==> src/rtl/wb_port_arbiter.sv <==
// Write-back port arbiter: merges ALU and load results into one register-file write port.
// Define WB_ARB_RR_EN for round-robin contention; the default build uses fixed req0 priority.
module wb_port_arbiter #(
    parameter int DATA_W = 8,
    parameter int ADDR_W = 3
) (
    input  logic              clk,
    input  logic              rst_n,
    input  logic              req0_valid,
    output logic              req0_ready,
    input  logic [ADDR_W-1:0] req0_addr,
    input  logic [DATA_W-1:0] req0_data,
    input  logic              req1_valid,
    output logic              req1_ready,
    input  logic [ADDR_W-1:0] req1_addr,
    input  logic [DATA_W-1:0] req1_data,
    input  logic              wb_stall,
    output logic              wb_en,
    output logic [ADDR_W-1:0] wb_addr,
    output logic [DATA_W-1:0] wb_data,
    output logic              wb_sel,
    output logic [7:0]        conflict_cnt
);

`ifdef WB_ARB_RR_EN
    localparam bit RR_EN = 1'b1;
`else
    localparam bit RR_EN = 1'b0;
`endif

    logic              wb_en_q,   wb_en_d;
    logic [ADDR_W-1:0] wb_addr_q, wb_addr_d;
    logic [DATA_W-1:0] wb_data_q, wb_data_d;
    logic              wb_sel_q,  wb_sel_d;
    logic [7:0]        cnt_q,     cnt_d;
    logic              last_grant_q, last_grant_d;

    logic slot_free;
    logic contended;
    logic pick1;

    always_comb begin
        slot_free = !wb_en_q || !wb_stall;
        contended = req0_valid && req1_valid;
        // Under contention req1 wins only in round-robin mode when req0 was served last.
        pick1 = req1_valid && (!req0_valid || (RR_EN && !last_grant_q));

        req0_ready = rst_n && slot_free && req0_valid && !pick1;
        req1_ready = rst_n && slot_free && pick1;

        // NOTE: every always_comb target gets a default first so no path leaves it unassigned (no latch).
        wb_en_d      = wb_en_q;
        wb_addr_d    = wb_addr_q;
        wb_data_d    = wb_data_q;
        wb_sel_d     = wb_sel_q;
        cnt_d        = cnt_q;
        last_grant_d = last_grant_q;

        if (slot_free) begin
            wb_en_d = req0_ready || req1_ready;
            if (req0_ready) begin
                wb_addr_d    = req0_addr;
                wb_data_d    = req0_data;
                wb_sel_d     = 1'b0;
                last_grant_d = 1'b0;
            end else if (req1_ready) begin
                wb_addr_d    = req1_addr;
                wb_data_d    = req1_data;
                wb_sel_d     = 1'b1;
                last_grant_d = 1'b1;
            end
            if (contended && cnt_q != 8'hFF) begin
                cnt_d = cnt_q + 8'd1;
            end
        end
    end

    // NOTE: sequential state uses non-blocking assignments so all registers update together.
    always_ff @(posedge clk or negedge rst_n) begin
        if (!rst_n) begin
            wb_en_q      <= 1'b0;
            wb_addr_q    <= '0;
            wb_data_q    <= '0;
            wb_sel_q     <= 1'b0;
            cnt_q        <= 8'd0;
            last_grant_q <= 1'b1;
        end else begin
            wb_en_q      <= wb_en_d;
            wb_addr_q    <= wb_addr_d;
            wb_data_q    <= wb_data_d;
            wb_sel_q     <= wb_sel_d;
            cnt_q        <= cnt_d;
            last_grant_q <= last_grant_d;
        end
    end

    assign wb_en        = wb_en_q;
    assign wb_addr      = wb_addr_q;
    assign wb_data      = wb_data_q;
    assign wb_sel       = wb_sel_q;
    assign conflict_cnt = cnt_q;

endmodule

==> config.mk <==
export PLATFORM = sky130hd
export DESIGN_NAME = wb_port_arbiter
export DESIGN_NICKNAME = d
export VERILOG_FILES = /design/src/rtl/wb_port_arbiter.sv
export SDC_FILE = /design/constraint.sdc
export NUM_CORES = 1
export LEC_CHECK = 0
export BUFFER_PORTS_ARGS = -buffer_cell sky130_fd_sc_hd__buf_4
export CELL_PAD_IN_SITES_DETAIL_PLACEMENT = 1
export CELL_PAD_IN_SITES_GLOBAL_PLACEMENT = 1
export CORE_MARGIN = 2
export CORE_UTILIZATION = 31
export DETAILED_ROUTE_END_ITERATION = 12
export PLACE_DENSITY = 0.74
export SYNTH_ARGS = -nofsm -noshare
export SYNTH_HDL_FRONTEND = slang
export SYNTH_SLANG_ARGS = --single-unit
==> constraint.sdc <==
create_clock -name clk -period 1.4 [get_ports clk]
set_input_delay 0.14 -clock clk [delete_from_list [all_inputs] [get_ports clk]]
set_output_delay 0.14 -clock clk [all_outputs]
set_load 0.01 [all_outputs]
# == After elaboration in Yosys (flattened, before gate mapping) ==
# Cells that the tools add are included.
# totals
reg_bits,21
output_inout_bits,23
wordCells,29
# op_classes
n_addsub,1
eq_ne,1
mux,6
reduce_logical,16
# op_table
operator,count
$mux 8,2
$add 8x1->8 const B,1
$ne 8x8->1 const B,1
$logic_and 1x1->1,7
$mux 3,2
$logic_not 1->1,4
$reduce_and 2->1,2
$logic_or 1x1->1,2
$mux 1,2
$reduce_bool 2->1,1

# == Longest topological paths before layout ==
# Gate-level depths: netlist of run 1.
# depth
ltp_word,7
mapped_depth,5

# == Worst setup path before layout of run 1 ==
# No wires, ideal clock.
# synth_path
path_kind,register to register
from,register cnt_q[0] (netlist: conflict_cnt[0])
to,register cnt_q[1] (netlist: conflict_cnt[1])
t_arrival_ns,1.241
setup_slack_ns,0.034
stages_incl_launch_ff,6
synth_period_minus_slack_ns,1.366
path_cell_list,dfrtp_1 -> ha_1 -> nand3_1 -> nor2_2 -> nor2_2 -> mux2_4
# synth_between
elab_chain_len,3
# synth_rtl
item,line_no,source
start: declaration,35,"logic [7:0] cnt_q, cnt_d;"
start signal: assignment,92,cnt_q <= cnt_d;
"parallel branches: the longest is 3 deep, another holds $add 8x1->8",-,
# Parallel ways; which one is timed is not known.
# A chain may end at the register's enable or synchronous reset.

# == Worst setup path after layout of run 1 ==
# layout_path
from,register wb_en_q (netlist: wb_en)
to,output req0_ready
# layout_between
elab_chain_len,5
# layout_rtl
item,line_no,source
start: declaration,31,"logic wb_en_q, wb_en_d;"
start signal: assignment,88,wb_en_q <= wb_en_d;
$logic_not 1->1,43,slot_free = !wb_en_q || !wb_stall;
$logic_or 1x1->1,43,
$logic_and 1x1->1 (3 in a row),48,req0_ready = rst_n && slot_free && req0_valid && !pick1;
end: declaration,10,"output logic req0_ready,"
# Every way passes these cells.

==> results.py, run 1 <==
metrics = {
    "run_status": {
        "status": "finished, violations left",
        "violations": "negative setup slack",
    },
    "yosys": {
        "ys_seq_elements": 21,
        "synth_top_area_cell": "dfrtp_1",
        "synth_cells": 113,
        "seq_area_frac_synth_pct": 45.1,
        "yosysTopAreaCellShare_pct": 45.1,
        "syn_area_per_cell_um2": 10.3,
        "ys.flop_type": "dfrtp_1",
        "synth_edf_count": 0,
        "synthTopCellsByArea": "dfrtp_1, a22oi_2, a31oi_1",
        "syn-num-nets": 141,
        "syn-cell-area_um2": 1170,
        "yosys_warnings": 0,
        "async_flop_share_pct": 100,
        "synthDistinctLibCells": 33,
    },
    "floorplan": {
        "num_rows": 22,
        "die_area_um2": 4270,
        "start_util_pct": 32.1,
        "core-area_um2": 3630,
        "die_height_um": 65.3,
        "die_x_um": 65.3,
        "ios": 50,
    },
    "global_routing": {
        "gr-total-overflow": 0,
        "grt_pass1_vias": 1274,
        "grt_pass1_wl_mm": 6.14,
        "antenna_found_initial": 0,
        "grt_max_degree": 26,
        "track_usage_pct": 18.7,
    },
    "final_layout": {
        "finish.utilization_pct": 49.6,
        "syn2layout_area_growth_pct": 54.5,
        "n_fill_cell": 416,
        "instances_no_fill": 224,
        "design_area_um2": 1800,
        "fin_nets": 205,
        "antenna_cells": 0,
        "layout-drive-gt1-share_pct": 53.4,
    },
    "worst_hold_path": {
        "hp-class": "input port to flop",
    },
    "clock_tree": {
        "htreeDepth": 1,
        "insertion_delay_ns": 0.26,
        "cts_buffers": 3,
        "cts_root_buffer": "clkbuf_8",
        "clk_pin_slew_worst_paths_ns": 0.08,
        "clock_path_buffers": 2,
        "tritoncts": "built",
        "clkSinkCount": 21,
    },
    "worst_setup_path": {
        "crit_type": "flop to output pin",
        "crit_path_top_delay_cell": "dfrtp_1",
        "end_kind": "output pin",
        "crit_chain": "a21boi_2 -> buf_4 -> and2_4 -> buf_6",
        "max_stage_delay_ns": 0.41,
        "arrival_ns": 1.31,
        "critPathLaunchType": "flop",
        "cp_max_fo": 3,
        "path_delay_family": "flip-flops",
        "path_buf_inv": 2,
        "crit_required_ns": 1.26,
    },
    "timing": {
        "slew_headroom_pct": 55.7,
        "hold_violations": 0,
        "grt_setup_unrepaired": "yes",
        "tightest_slew_ns": 0.663,
        "final.setup.worst_slack_ns": -0.0496,
        "max_clock_freq_mhz": 690,
        "setup_tns_ns": -0.0825,
        "hold_slack_ns": 0.104,
        "fin_crit_sh_pct": 104,
        "setup_viol": 2,
        "fin_skew_ns": 0.00514,
        "maxSlewViolCount": 0,
        "period_minus_slack_ns": 1.45,
    },
    "power": {
        "leakagePower_nw": 0.827,
        "ir_worst_vdd_mv": 0.461,
        "p_per_area_nw_per_um2": 1220,
    },
    "place": {
        "io_buffers": 49,
        "dp.cells": 210,
        "hpwl_mm": 2.70,
        "place_congestion": 0.770,
        "place_area_um2": 1610,
    },
    "detailed_routing": {
        "drc": 0,
        "wl_met2_mm": 2.07,
        "finalWirelength_mm": 3.77,
        "final_antenna_net_count": 0,
        "first_pass_iters": 4,
        "avgViaCountPerCell": 5.25,
        "vias": 1175,
        "highest_layer": "met4",
        "initialDrtViolationCount": 20,
        "wl_met3_um": 168,
        "m1WireLength_mm": 1.48,
        "wl_per_cell_um": 16.8,
    },
    "job": {
        "cap_violations": 0,
    },
}
[metal layers]
| metal | vias to the layer above | track usage [%] |
|---|---|---|
| li1 | 540 | - |
| met1 | 594 | 20.6 |
| met2 | 35 | 35.5 |
| met3 | 6 | 4.45 |
| met4 | 0 | 4.69 |
| met5 | - | 0 |
[power by group]
part           leakage (nW)  switching [mW]  internal [mW]
Sequential            0.248           0.144          0.743
Combinational         0.554           0.390          0.516
Clock                0.0255           0.210          0.198
Total                 0.827           0.744           1.46
[state kept, by name, indices dropped and copies added, names as in the netlist]
register / count
wb_addr: 3
wb_en: 1
wb_data: 8
conflict_cnt: 8
wb_sel: 1
[final cells by class]
type | instances | area (um^2) | area share [%]
tap | 48 | 60.1 | 3.33
clock inverter | 1 | 5.00 | 0.278
timing repair buffer | 65 | 524 | 29.1
sequential | 21 | 527 | 29.2
inverter | 2 | 7.51 | 0.417
multi-input combinational | 84 | 637 | 35.3
clock buffer | 3 | 41.3 | 2.29
[layout by cell type, fill, tap and decap left out, types with 2 or more instances in the layout]
master,synthesis,routed
a22oi_1,3,3
a22oi_2,8,8
a31oi_1,11,11
and2_4,2,2
and2b_1,5,5
buf_4,2,57
buf_6,1,5
clkbuf_8,0,3
dfrtp_1,21,20
dlygate4sd3_1,0,2
inv_1,2,2
mux2_4,1,2
nand2_1,8,6
nand2_4,0,2
nor2_1,5,3
nor2_2,2,3
nor2b_1,6,6
o21ai_0,7,7
o21ai_1,9,9
xor2_1,2,2
[worst paths after layout]
path | end | slack (ns) | cells past startpoint | from
max | req0_ready | -0.05 | 4 | wb_en
min | wb_addr[2] | 0.10 | 3 | req0_addr[2]
max reg2reg | conflict_cnt[5] | 0.06 | 5 | conflict_cnt[0]
min reg2reg | wb_sel | 0.51 | 2 | wb_sel
max in group asynchronous | conflict_cnt[2] | 0.37 | 3 | rst_n
min in group asynchronous | wb_data[0] | 0.35 | 2 | rst_n
[synthesized netlist by cell type (all sizes together), types with 2 or more instances]
cell and count:
a22oi 11, and2 2, dfrtp 21, nor2 7, nor2b 6, nand2 9
a31oi 11, o21ai 16, buf 5, nand3 3, inv 2, and2b 5
xor2 2, mux2 2
[worst register-to-register path, cell delays in order, from the launching register on]
cell     delay (ns)
dfrtp_1        0.38
buf_6          0.11
and3_1         0.20
nand3_4        0.10
nor2_2         0.13
mux2_4         0.30
[metrics by stage]
step	power [mW]	worst slack, ns
5_1_grt	2.34	-0.113
6_report	2.20	-0.0496
3_3_place_gp	1.63	0.0662
2_1_floorplan	1.24	0.0338
3_5_place_dp	1.67	-0.0185
4_1_cts	2.14	-0.00943
[kinds of logic after synthesis]
group / after synthesis / share of synthesized area, %
xor+xnor: 3 / 2.25
buf+inv: 8 / 4.08
compound gates: 41 / 25.4
simple gates: 36 / 19.0
flops: 21 / 45.1
mux: 3 / 3.11
fa+ha+maj: 1 / 1.07
[what timing repair did]
action / 4_1_cts / 5_1_grt
setup buffers: 7 / 1
setup endpoints to repair: 3 / 14
hold buffers: 1 / 1
pin swaps: 2 / 4
gates resized for setup: 3 / 14
hold endpoints to repair: 21 / 7
Note: power is estimated with default switching activity, not from simulation.
==> inputs of run 2 (changes only) <==
Settings changed: ABC_AREA set to 1, CORE_UTILIZATION 31 to 35, MAX_ROUTING_LAYER set to met4, PLACE_DENSITY 0.74 to 0.83.
Clock period 1.4 ns to 1.7 ns, I/O delays scaled along.
==> results.py, run 2 <==
metrics = {
    "yosys": {
        "syn_area_per_cell_um2": 7.70,
        "yosys_warnings": 0,
        "seq_area_frac_synth_pct": 44.6,
        "muxShareOfSynthArea_pct": 0,
        "synth_xor_area_share_pct": 1.49,
        "ys.flop_type": "dfrtp_1",
        "yosysTopAreaCellShare_pct": 44.6,
        "synthSimpleGateAreaFrac_pct": 32.5,
        "synthTopCellsByArea": "dfrtp_1, nand2_1, o21ai_0",
        "synth_cells": 153,
        "synth_top_area_cell": "dfrtp_1",
        "synth_commonest_cells": "nand2_1, o21ai_0, dfrtp_1",
        "synth-compound-area-share_pct": 10.6,
        "ys_seq_elements": 21,
        "syn-num-nets": 181,
        "yosys.cell_count.top_type": "nand2_1",
        "synth_edf_count": 0,
        "synth_fa_ha_area_share_pct": 1.06,
        "async_flop_share_pct": 100,
        "syn-cell-area_um2": 1180,
        "synthDistinctLibCells": 23,
        "synth_top_family_by_area": "simple AND/OR/NAND/NOR gates",
    },
    "global_routing": {
        "antenna_found_initial": 0,
        "grt_pass1_vias": 1272,
        "gr-total-overflow": 0,
        "grt_pass1_wl_mm": 5.51,
        "track_usage_pct": 20.8,
        "grt_max_degree": 25,
    },
    "floorplan": {
        "core-area_um2": 3280,
        "ios": 50,
        "die_height_um": 62.0,
        "num_rows": 21,
        "die_area_um2": 3850,
        "die_x_um": 62.0,
        "start_util_pct": 35.9,
    },
    "detailed_routing": {
        "wl_met3_um": 150,
        "wl_met2_mm": 1.93,
        "drc": 0,
        "finalWirelength_mm": 3.54,
        "final_antenna_net_count": 0,
        "vias": 1185,
        "highest_layer": "met4",
        "first_pass_iters": 4,
        "wl_per_cell_um": 14.2,
        "m1WireLength_mm": 1.42,
        "avgViaCountPerCell": 4.76,
        "initialDrtViolationCount": 18,
    },
    "timing": {
        "maxSlewViolCount": 0,
        "grt_setup_unrepaired": "no",
        "fin_crit_sh_pct": 90.9,
        "hold_violations": 0,
        "hold_slack_ns": 0.0770,
        "period_minus_slack_ns": 1.55,
        "setup_viol": 0,
        "slew_headroom_pct": 74.0,
        "fin_skew_ns": 0.00488,
        "setup_tns_ns": 0,
        "tightest_slew_ns": 0.389,
        "max_clock_freq_mhz": 647,
    },
    "worst_setup_path": {
        "cp_num_cells": 4,
        "reg2reg_slack_ns": 0.24,
        "crit_type": "flop to output pin",
        "crit_required_ns": 1.53,
        "crit_path_top_delay_cell": "dfrtp_1",
        "r2r_end": "conflict_cnt[5]",
        "critPathLaunchType": "flop",
        "crit_chain": "nand2_4 -> nand3_4 -> inv_2 -> buf_4",
        "path_buf_inv": 2,
        "worstReg2RegStart": "conflict_cnt[0]",
        "reg2reg_depth": 8,
        "cp_max_fo": 24,
        "endpoint": "req0_ready",
        "path_delay_family": "flip-flops",
        "end_kind": "output pin",
        "max_stage_delay_ns": 0.43,
        "arrival_ns": 1.38,
        "critPathLaunch": "wb_en",
    },
    "power": {
        "p_seq_share_pct": 48.0,
        "swShare_pct": 36.5,
        "p_per_area_nw_per_um2": 924,
        "power_frac_clock_pct": 16.5,
        "p_int_uw": 952,
        "ir_worst_vdd_mv": 0.354,
        "comb_power_share_pct": 35.5,
        "power_switching_uw": 547,
        "leakagePower_nw": 0.883,
    },
    "final_layout": {
        "design_area_um2": 1620,
        "layout_common_cells": "buf_4, nand2_1, o21ai_0",
        "layout-drive-gt1-share_pct": 32.5,
        "syn2layout_area_growth_pct": 37.7,
        "fin_nets": 232,
        "antenna_cells": 0,
        "final_common_cell": "buf_4",
    },
    "worst_hold_path": {
        "hold_path_startpoint": "req0_data[2]",
        "hp-class": "input port to flop",
    },
    "job": {
        "cap_violations": 0,
    },
    "clock_tree": {
        "clkSinkCount": 21,
        "postCtsSetupBuffers": 0,
        "clk_pin_slew_worst_paths_ns": 0.12,
        "cts_buffers": 3,
        "cts_root_buffer": "clkbuf_4",
        "htreeDepth": 1,
        "tritoncts": "built",
        "clock_path_buffers": 2,
        "insertion_delay_ns": 0.31,
    },
    "place": {
        "place_congestion": 0.871,
        "io_buffers": 49,
        "place_area_um2": 1570,
        "hpwl_mm": 2.87,
    },
    "run_status": {
        "status": "completed",
    },
}
==> run 2: cell count changes after synthesis, moves of 8 or more <==
cell / delta
a22oi_2: -8
a31oi_1: -11
inv_1: +15
nand2_1: +41
o21ai_0: +16
o21ai_1: -8
==> run 2: area by class of cell <==
class	count	area [um^2]
multi-input combinational	107	553
fill	421	1660
timing repair buffer	51	385
tap	46	57.6
sequential	21	526
clock buffer	4	26.3
inverter	20	75.1
==> run 2: logic make-up (layout without fill, tap and decap cells) <==
group | after synthesis | in the layout
adders and majority gates | 1 | 1
buffers and inverters | 25 | 75
and+or+nand+nor | 79 | 79
AOI/OAI and AO/OA | 25 | 25
xor gates and xnor gates | 2 | 2
DFF | 21 | 21
==> run 2: tightest hold or removal path: stages <==
cell and delay [ns]:
buf_4 0.08, o21ai_1 0.06, nand2_1 0.05
==> run 2: per-layer routing <==
layer	vias up	global-route usage [%]
met4	0	7.90
met2	38	37.1
met1	561	23.4
met5	-	-
met3	4	2.69
li1	582	-
==> run 2: power groups by stage <==
stage | Clock, mW | Sequential [mW] | Combinational, mW
2_1_floorplan | 0 | 0.737 | 0.236
3_3_place_gp | 0 | 0.714 | 0.512
3_5_place_dp | 0 | 0.726 | 0.535
4_1_cts | 0.254 | 0.719 | 0.540
5_1_grt | 0.280 | 0.734 | 0.592
6_report | 0.247 | 0.720 | 0.532
==> run 2: worst min path at each step <==
stage / slack (ns) / to / cells past startpoint
2_1_floorplan: -0.13 / conflict_cnt[0] / 0
3_3_place_gp: 0.007 / wb_addr[2] / 1
5_1_grt: 0.09 / wb_addr[1] / 3
6_report: 0.08 / wb_data[2] / 3
3_5_place_dp: 0.01 / wb_addr[2] / 1
4_1_cts: 0.08 / wb_data[2] / 3
==> run 2: what timing repair did <==
action,in CTS,in global routing
gates resized for setup,1,1
hold buffers,1,0
endpoints found under the hold margin,21,0
endpoints found under the setup margin,1,1
==> run 2: through the flow <==
stage	utilization, %	power (mW)	std cells	setup slack [ns]
after CTS	49.2	1.51	249	0.0506
after global routing	49.4	1.61	249	0.0368
after detailed placement	47.8	1.26	244	0.242
final	49.4	1.50	249	0.155
after floorplan	-	0.974	153	0.376
after global placement	47.8	1.23	244	0.360
==> inputs of run 3 (changes only) <==
Settings changed: RECOVER_POWER set to 50.
==> results.py, run 3 (same netlist as run 2, synthesis figures left out) <==
metrics = {
    "detailed_routing": {
        "initialDrtViolationCount": 25,
        "first_pass_iters": 4,
        "wl_per_cell_um": 14.2,
        "final_antenna_net_count": 0,
        "drc": 0,
        "finalWirelength_mm": 3.53,
        "avgViaCountPerCell": 4.80,
        "vias": 1196,
    },
    "worst_setup_path": {
        "crit_type": "flop to output pin",
        "cp_max_fo": 24,
        "endpoint": "req0_ready",
        "cp_num_cells": 4,
        "path_buf_inv": 2,
        "path_delay_family": "flip-flops",
        "r2r_end": "conflict_cnt[5]",
        "crit_chain": "nand2_4 -> nand3_4 -> inv_2 -> buf_4",
        "reg2reg_slack_ns": 0.25,
        "end_kind": "output pin",
        "worstReg2RegStart": "conflict_cnt[0]",
        "critPathLaunch": "wb_en",
        "reg2reg_depth": 8,
        "max_stage_delay_ns": 0.43,
        "crit_required_ns": 1.53,
        "arrival_ns": 1.39,
        "critPathLaunchType": "flop",
        "crit_path_top_delay_cell": "dfrtp_1",
    },
    "power": {
        "ir_worst_vdd_mv": 0.338,
        "leakagePower_nw": 0.838,
        "p_per_area_nw_per_um2": 925,
    },
    "place": {
        "pre_cts_ws_ns": 0.242,
        "place_congestion": 0.871,
        "io_buffers": 49,
        "hpwl_mm": 2.87,
    },
    "global_routing": {
        "track_usage_pct": 20.8,
        "met2_usage_pct": 37.1,
        "grt.met3_usage_pct": 2.69,
        "grt_max_degree": 25,
        "grt_use_met1_pct": 23.4,
        "grt_pass1_vias": 1272,
        "antenna_found_initial": 0,
        "busiest_layer": "met2",
        "gr-total-overflow": 0,
        "grt_pass1_wl_mm": 5.51,
    },
    "final_layout": {
        "n_fill_cell": 430,
        "layout-drive-gt1-share_pct": 26.6,
        "antenna_cells": 0,
        "finish.utilization_pct": 48.0,
        "final_common_cell": "nand2_1",
        "syn2layout_area_growth_pct": 33.7,
        "fin_nets": 232,
        "layout_common_cells": "nand2_1, buf_4, o21ai_0",
    },
    "timing": {
        "period_minus_slack_ns": 1.56,
        "setup_tns_ns": 0,
        "maxSlewViolCount": 0,
        "tightest_slew_ns": 0.376,
        "slew_headroom_pct": 74.9,
        "fin_skew_ns": 0.00125,
        "setup_viol": 0,
        "max_clock_freq_mhz": 642,
        "fin_crit_sh_pct": 91.6,
        "grt_setup_unrepaired": "no",
        "final.setup.worst_slack_ns": 0.142,
        "hold_violations": 0,
    },
    "run_status": {
        "status": "completed",
    },
    "worst_hold_path": {
        "hp-class": "input port to flop",
    },
    "floorplan": {
        "start_util_pct": 35.9,
        "die_x_um": 62.0,
        "num_rows": 21,
        "die_area_um2": 3850,
        "die_height_um": 62.0,
        "core-area_um2": 3280,
        "ios": 50,
    },
    "clock_tree": {
        "cts_root_buffer": "clkbuf_4",
        "tritoncts": "built",
        "htreeDepth": 1,
        "insertion_delay_ns": 0.30,
        "cts_buffers": 3,
        "clock_path_buffers": 2,
        "clkSinkCount": 21,
        "clk_pin_slew_worst_paths_ns": 0.12,
    },
    "job": {
        "cap_violations": 0,
    },
}
==> run 3: power breakdown <==
group,switching (mW),internal (mW),total [mW]
registers,0.117,0.601,0.718
logic,0.272,0.217,0.489
clock network,0.158,0.0915,0.249
total,0.547,0.910,1.46
==> run 3: area by class of cell <==
| type | count | area [um^2] | area share, % |
|---|---|---|---|
| timing repair buffer | 51 | 338 | 21.4 |
| sequential | 21 | 526 | 33.4 |
| clock buffer | 4 | 26.3 | 1.67 |
| inverter | 20 | 75.1 | 4.77 |
| multi-input combinational | 107 | 553 | 35.1 |
| tap | 46 | 57.6 | 3.65 |
==> run 3: how the worst min path moves through the flow <==
stage            startpoint         endpoint  cells after the start
2_1_floorplan         rst_n  conflict_cnt[0]                      0
3_3_place_gp          rst_n       wb_addr[2]                      1
3_5_place_dp          rst_n       wb_addr[2]                      1
4_1_cts        req0_data[2]       wb_data[2]                      3
5_1_grt        req0_addr[1]       wb_addr[1]                      3
6_report       req0_data[2]       wb_data[2]                      3
==> run 3: routing by layer <==
layer,share of wire (%),wire length [um]
met5,0,0
met3,4.2,147
met1,41,1440
met2,53,1880
met4,1.6,57
==> run 3: worst register-to-register path, cell delays in order, from the launching register on <==
cell and delay, ns:
dfrtp_1 0.48, ha_1 0.28, nand2_2 0.08, nor2_2 0.17, nand2_4 0.11, nand2_2 0.07, nor2_1 0.06, nand2_1 0.06
nand2_1 0.05
==> run 3: timing repair <==
item / 4_1_cts / 5_1_grt
endpoints found under the hold margin: 21 / 0
buffers inserted: 0 / 0
resized for setup: 1 / 1
hold buffers: 1 / 0
setup endpoints to repair: 1 / 1
==> run 3: per-stage QoR <==
step | area, um^2 | power, mW | std cells | hold slack (ns)
2_1_floorplan | 1180 | 0.974 | 153 | -0.126
3_3_place_gp | 1570 | 1.23 | 244 | 0.00713
3_5_place_dp | 1570 | 1.26 | 244 | 0.0119
4_1_cts | 1620 | 1.51 | 249 | 0.0808
5_1_grt | 1580 | 1.56 | 249 | 0.0889
6_report | 1580 | 1.46 | 249 | 0.0750
